$ cat config.mk
export PLATFORM = sky130hd
export DESIGN_NAME = clk_gate_ctrl
export DESIGN_NICKNAME = d
export VERILOG_FILES = /design/src/rtl/clk_gate_ctrl_pkg.sv /design/src/rtl/clk_gate_ch.sv /design/src/rtl/xilinx_clk_gating.sv /design/src/rtl/clk_gate_ctrl.sv
export SDC_FILE = /design/constraint.sdc
export NUM_CORES = 1
export LEC_CHECK = 0
export ABC_AREA = 1
export BUFFER_PORTS_ARGS = -buffer_cell sky130_fd_sc_hd__buf_2
export CAP_MARGIN = 20
export CORE_MARGIN = 8
export CORE_UTILIZATION = 40
export CTS_CLUSTER_SIZE = 10
export DETAILED_ROUTE_END_ITERATION = 8
export GPL_TIMING_DRIVEN = 0
export PLACE_DENSITY_LB_ADDON = 0.08
export SLEW_MARGIN = 0
export SYNTH_ARGS = -nofsm -noshare
export SYNTH_HDL_FRONTEND = slang
export SYNTH_HIERARCHICAL = 1
export SYNTH_SLANG_ARGS = --single-unit
$ cat constraint.sdc
create_clock -name clk_i -period 1.3 [get_ports clk_i]
set_input_delay 0.13 -clock clk_i [delete_from_list [all_inputs] [get_ports clk_i]]
set_output_delay 0.13 -clock clk_i [all_outputs]
set_load 0.01 [all_outputs]
$ cat src/rtl/clk_gate_ctrl_pkg.sv
// Shared types for the clock-gating controller: per-channel FSM states and the
// reset-state selection.
package clk_gate_ctrl_pkg;

  typedef enum logic [1:0] {
    ST_ON    = 2'd0,
    ST_COUNT = 2'd1,
    ST_OFF   = 2'd2,
    ST_WAKE  = 2'd3
  } cg_state_e;

  function automatic cg_state_e reset_state(input bit reset_on);
    return reset_on ? ST_ON : ST_OFF;
  endfunction

endpackage

$ cat src/rtl/clk_gate_ch.sv
// One gated-clock channel: idle-hysteresis FSM, wake-latency counter,
// registered wake acknowledge and the gating cell.
module clk_gate_ch
  import clk_gate_ctrl_pkg::*;
#(
  parameter int HOLD_W   = 8,
  parameter int WAKE_LAT = 2,
  parameter int RESET_ON = 1
) (
  input  logic              clk_i,
  input  logic              rst_i,
  input  logic              scan_cg_en_i,
  input  logic [HOLD_W-1:0] hold_cycles_i,
  input  logic              sw_en_i,
  input  logic              idle_i,
  input  logic              wake_req_i,
  output logic              wake_ack_o,
  output logic              clk_en_o,
  output logic              gated_clk_o
);

  localparam int WCNT_W = (WAKE_LAT > 1) ? $clog2(WAKE_LAT) : 1;
  localparam logic [WCNT_W-1:0] WAKE_LOAD = WCNT_W'(WAKE_LAT - 1);

  cg_state_e         state;
  logic [HOLD_W-1:0] cnt;
  logic [WCNT_W-1:0] wcnt;
  logic              en;
  logic              ack;
  logic              wake_cond;

  assign wake_cond = wake_req_i | sw_en_i | ~idle_i;

  always_ff @(posedge clk_i) begin
    if (rst_i) begin
      state <= reset_state(RESET_ON != 0);
      en    <= (RESET_ON != 0);
      ack   <= 1'b0;
      cnt   <= '0;
      wcnt  <= '0;
    end else begin
      ack <= (state == ST_ON) & wake_req_i;
      case (state)
        ST_ON: begin
          en <= 1'b1;
          if (idle_i & ~sw_en_i & ~wake_req_i) begin
            state <= ST_COUNT;
            cnt   <= hold_cycles_i;
          end
        end
        ST_COUNT: begin
          // Abort outranks expiry so a late request never sees the clock drop.
          if (~idle_i | sw_en_i | wake_req_i) begin
            state <= ST_ON;
            en    <= 1'b1;
          end else if (cnt == '0) begin
            state <= ST_OFF;
            en    <= 1'b0;
          end else begin
            cnt <= cnt - 1'b1;
          end
        end
        ST_OFF: begin
          if (wake_cond) begin
            state <= ST_WAKE;
            en    <= 1'b1;
            wcnt  <= WAKE_LOAD;
          end else begin
            en <= 1'b0;
          end
        end
        ST_WAKE: begin
          en <= 1'b1;
          if (wcnt == '0) state <= ST_ON;
          else            wcnt  <= wcnt - 1'b1;
        end
        default: state <= reset_state(RESET_ON != 0);
      endcase
    end
  end

  assign wake_ack_o = ack;
  assign clk_en_o   = en;

  xilinx_clk_gating u_cg (
    .clk_i     (clk_i),
    .en_i      (en),
    .test_en_i (scan_cg_en_i),
    .gclk_o    (gated_clk_o)
  );

endmodule

$ cat src/rtl/xilinx_clk_gating.sv
// Latch-based clock gating cell: enable is captured while clk is low, so the
// gated clock never glitches. test_en_i forces the clock through.
module xilinx_clk_gating (
  input  logic clk_i,
  input  logic en_i,
  input  logic test_en_i,
  output logic gclk_o
);

  logic en_lat;

  always_latch begin
    if (!clk_i) en_lat <= en_i | test_en_i;
  end

  assign gclk_o = clk_i & en_lat;

endmodule

$ cat src/rtl/clk_gate_ctrl.sv
// Multi-channel clock-gating controller: NUM_CH independent channels sharing
// the clock, reset, scan override and hysteresis setting.
module clk_gate_ctrl
  import clk_gate_ctrl_pkg::*;
#(
  parameter int NUM_CH   = 4,
  parameter int HOLD_W   = 8,
  parameter int WAKE_LAT = 2,
  parameter int RESET_ON = 1
) (
  input  logic              clk_i,
  input  logic              rst_i,
  input  logic              scan_cg_en_i,
  input  logic [HOLD_W-1:0] hold_cycles_i,
  input  logic [NUM_CH-1:0] sw_en_i,
  input  logic [NUM_CH-1:0] idle_i,
  input  logic [NUM_CH-1:0] wake_req_i,
  output logic [NUM_CH-1:0] wake_ack_o,
  output logic [NUM_CH-1:0] clk_en_o,
  output logic [NUM_CH-1:0] gated_clk_o
);

  for (genvar i = 0; i < NUM_CH; i++) begin : g_ch
    clk_gate_ch #(
      .HOLD_W   (HOLD_W),
      .WAKE_LAT (WAKE_LAT),
      .RESET_ON (RESET_ON)
    ) u_ch (
      .clk_i         (clk_i),
      .rst_i         (rst_i),
      .scan_cg_en_i  (scan_cg_en_i),
      .hold_cycles_i (hold_cycles_i),
      .sw_en_i       (sw_en_i[i]),
      .idle_i        (idle_i[i]),
      .wake_req_i    (wake_req_i[i]),
      .wake_ack_o    (wake_ack_o[i]),
      .clk_en_o      (clk_en_o[i]),
      .gated_clk_o   (gated_clk_o[i])
    );
  end

endmodule

==> impl_results.rst <==
.. list-table::
   :header-rows: 1

   * - Metric
     - Value
   * - Run status
     - finished with violations
   * - Violations in the final reports
     - negative setup slack
   * - Area taken by flip-flops and latches
     - 1140 um2
   * - Antenna violations before repair
     - 0
   * - Insertion delay of the later-clocked pin in the worst-skew pair
     - 0.43 ns
   * - Detailed-route vias per instance
     - 4.91
   * - Post-Synthesis Net Count
     - 635
   * - Total grt overflow
     - 0
   * - Y dimension of the die
     - 115 um
   * - Nets
     - 725
   * - Core area
     - 9590 um2
   * - First drt pass iteration count
     - 4
   * - Number of port buffers
     - 34
   * - Count of state elements after synthesis
     - 56
   * - Endpoint class of the critical path
     - primary output
   * - Avg Inst Size Synth
     - 6.69 um2
   * - Synth async-reset ratio
     - 0%
   * - Die X
     - 115 um
   * - Max-cap check violation count
     - 0
   * - Worst reg2reg path endpoint
     - g_ch[0].u_ch/cnt[7]
   * - Share of final-layout standard cells stronger than drive strength 1
     - 40.4%
   * - Critical path's slowest cell
     - sky130_fd_sc_hd__dlxtn_1
   * - Crit path largest cell delay
     - 0.40 ns
   * - Clock transition at the registers of the reported paths
     - 0.10 ns
   * - Met1 Track Usage GR
     - 19.6%
   * - Final hold violation count
     - 0
   * - HPWL reported at the end of detailed placement
     - 6.84 mm
   * - Worst Path Required
     - 1.17 ns
   * - Yosys warning total
     - 6
   * - Maximum fanout encountered on the critical timing path
     - 1
   * - Met2 GRT Util
     - 29.4%
   * - Number of pins exceeding their max-slew limit in the final report
     - 0
   * - Worst R2R Path Depth
     - 9
   * - Area growth syn-to-layout
     - 43.8%
   * - Hold worst-path end
     - g_ch[2].u_ch/u_cg/en_lat
   * - Initial detailed-routing violation count
     - 137
   * - Worst min-delay path class
     - in -> latch
   * - Slew headroom
     - 58.4%
   * - Clk pwr share
     - 16.8%
   * - Count of antenna diodes in the layout
     - 0
   * - Share of power burned in registers
     - 23.8%
   * - Hold path cells
     - 3
   * - Class of the most critical setup path
     - latch -> out
   * - GR peak layer
     - met2
   * - Wirelength per Cell
     - 13.8 um
   * - Setup WS pre-CTS
     - -0.199 ns
   * - Clock tree from TritonCTS
     - done
   * - Min-Delay Startpoint
     - scan_cg_en_i
   * - Smallest setup slack after layout
     - -0.512 ns
   * - Wire length reported by the detailed router
     - 11.1 mm
   * - Ports placed on the boundary
     - 35
   * - Synth Cell Area
     - 3880 um2
   * - Gate Count Post-Synth
     - 580
   * - Worst IR Drop VDD
     - 971 uV
   * - Setup Skew
     - 0.00566 ns
   * - Predominant post-synthesis flop cell
     - sky130_fd_sc_hd__dfxtp_1
   * - First-pass GRT wire length
     - 18.1 mm
   * - Number of routed nets with antenna violations
     - 0
   * - Number of placement rows
     - 36
   * - Number of DRC violations after detailed routing
     - 0
   * - Comb power frac
     - 59.4%
   * - Data arrival time of the worst path
     - 1.68 ns
   * - Type of origin of the critical path
     - latch
   * - Setup violators final
     - 45
   * - Number of synthesized flops with an enable pin
     - 0
   * - Met3 Track Usage GR
     - 4.80%
   * - Non-filler cells in the finished layout
     - 804
   * - Number of different library cells in the post-synthesis netlist
     - 27
   * - DIE AREA
     - 13,100 um2
   * - Power per cell area
     - 1990 nW/um2
   * - GP Congestion
     - 0.810
   * - Via count of the first global-routing pass
     - 3,913
   * - Fill cell count
     - 893
   * - Chain of cells forming the critical path
     - nand2_1 -> inv_1 -> buf_2
   * - Vias after detailed routing
     - 3,946
   * - RSZ-0062 raised after global routing
     - yes
   * - Pin count of the biggest net entering global routing
     - 22
   * - Reg2reg setup slack
     - -0.07 ns
   * - Switching power summed over all nets
     - 0.00514 W
   * - Total placed cells including tap cells
     - 747
   * - Footprint of the multi-input gates
     - 3130 um2
   * - Cell internal power dissipation
     - 0.00598 W
   * - GRT Util Overall
     - 17.3%
   * - Finished Core Util
     - 58.2%
   * - Cell leakage power
     - 2.47 nW
   * - Switching part of the total power
     - 46.2%
   * - Pin slew with the least headroom to its limit
     - 0.623 ns
   * - Starting utilization of the core area
     - 40.5%
Yosys cell counts, types with 5 or more instances:
cell type,count,area share (%)
sky130_fd_sc_hd__nand2_1,116,11
sky130_fd_sc_hd__nor2_1,108,10
sky130_fd_sc_hd__inv_1,75,7.3
sky130_fd_sc_hd__dfxtp_1,52,27
sky130_fd_sc_hd__o21ai_0,49,6.3
sky130_fd_sc_hd__nand3_1,42,5.4
sky130_fd_sc_hd__ha_1,32,10
sky130_fd_sc_hd__a21oi_1,19,2.5
sky130_fd_sc_hd__nor2_4,8,2.3
sky130_fd_sc_hd__o21ai_1,8,1.0
sky130_fd_sc_hd__or2_2,8,1.3
sky130_fd_sc_hd__nor3_1,7,0.90
sky130_fd_sc_hd__a21oi_2,5,1.1
sky130_fd_sc_hd__nand3b_1,5,0.97
flip-flops by register name (all words and copies together) (netlist names), named ones only:
name / count
g_ch.u_ch/wcnt: 4
g_ch.u_ch/cnt: 32
g_ch.u_ch/wake_ack_o: 4
g_ch.u_ch/clk_en_o: 4
g_ch.u_ch/state: 4
g_ch.u_ch/u_cg/en_lat: 4
through the flow:
stage | setup TNS (ns) | cell area [um2] | hold slack, ns | total power [W]
after detailed placement | -6.84 | 4290 | 0.306 | 0.00727
after floorplan | 0 | 3960 | 0.192 | 0.00622
final | -3.03 | 5580 | 0.0600 | 0.0111
after global routing | -5.68 | 5580 | 0.0504 | 0.0121
after global placement | -5.99 | 4290 | 0.306 | 0.00719
after CTS | -2.15 | 5000 | 0.0394 | 0.00998
power by group through the flow:
stage          Combinational, W  Clock (W)  Sequential [W]
6_report                0.00660    0.00187         0.00265
2_1_floorplan           0.00353   0.000174         0.00251
5_1_grt                 0.00735    0.00207         0.00272
3_5_place_dp            0.00440   0.000276         0.00259
4_1_cts                 0.00542    0.00197         0.00259
3_3_place_gp            0.00433   0.000276         0.00258
placed cells by master, fill, tap and decap left out, drive strengths merged, types with 5 or more instances in the layout:
cell type  synthesis  final
clkbuf             0     10
a21oi             24     24
or2                8      8
nand4              8      8
nor3               7      7
nand3b             5      5
nand3             45     45
buf                4     75
inv               83     81
nor2             119    119
ha                32     32
nand2            128    132
dfxtp             52     52
o21ai             57     57
worst max-delay path by stage:
stage	start	end	slack (ns)
global route	g_ch[0].u_ch/u_cg/en_lat	gated_clk_o[0]	-0.59
CTS	g_ch[2].u_ch/u_cg/en_lat	gated_clk_o[2]	-0.54
detailed placement	flip-flop	g_ch[3].u_ch/cnt[4]	-0.20
global placement	flip-flop	g_ch[3].u_ch/cnt[4]	-0.19
finish	g_ch[0].u_ch/u_cg/en_lat	gated_clk_o[0]	-0.51
floorplan	flip-flop	g_ch[3].u_ch/cnt[3]	0.005
critical path, delay by kind of cell (launching register included):
kind,cells,cell delay (ns)
and+or+nand+nor,1,0.04
latches,1,0.40
buffers and inverters,2,0.16
cells by family (layout without fill, tap and decap cells):
group / Yosys count / after routing / synth area share, %
and+or+nand+nor: 320 / 324 / 40.3
AOI/OAI and AO/OA: 85 / 85 / 11.7
buffers and inverters: 87 / 174 / 9.32
adders and majority gates: 32 / 32 / 10.3
latches: 4 / 4 / 1.55
DFF: 52 / 52 / 26.8
layout make-up:
cell class                 instances  share of cell area, %
timing repair buffer              71                   9.37
buffer                             4                  0.807
sequential                        56                   20.4
clock buffer                      14                   2.65
tap                              133                   2.98
clock inverter                     6                  0.897
inverter                          79                   6.84
multi-input combinational        441                   56.0
routing by layer:
layer | vias to the layer above | wire length, um
li1 | 2036 | -
met1 | 1838 | 4930
met2 | 53 | 5490
met5 | - | 0
met4 | 0 | 278
met3 | 19 | 424
what timing repair did:
action / 4_1_cts / 5_1_grt
resized for setup: 96 / 137
pin swaps: 30 / 41
setup buffers: 26 / 11
gates cloned: 4 / 0
endpoints found under the setup margin: 52 / 50
hold buffers: 4 / 0
hold endpoints to repair: 4 / 0
Note: power is estimated with default switching activity, not from simulation.
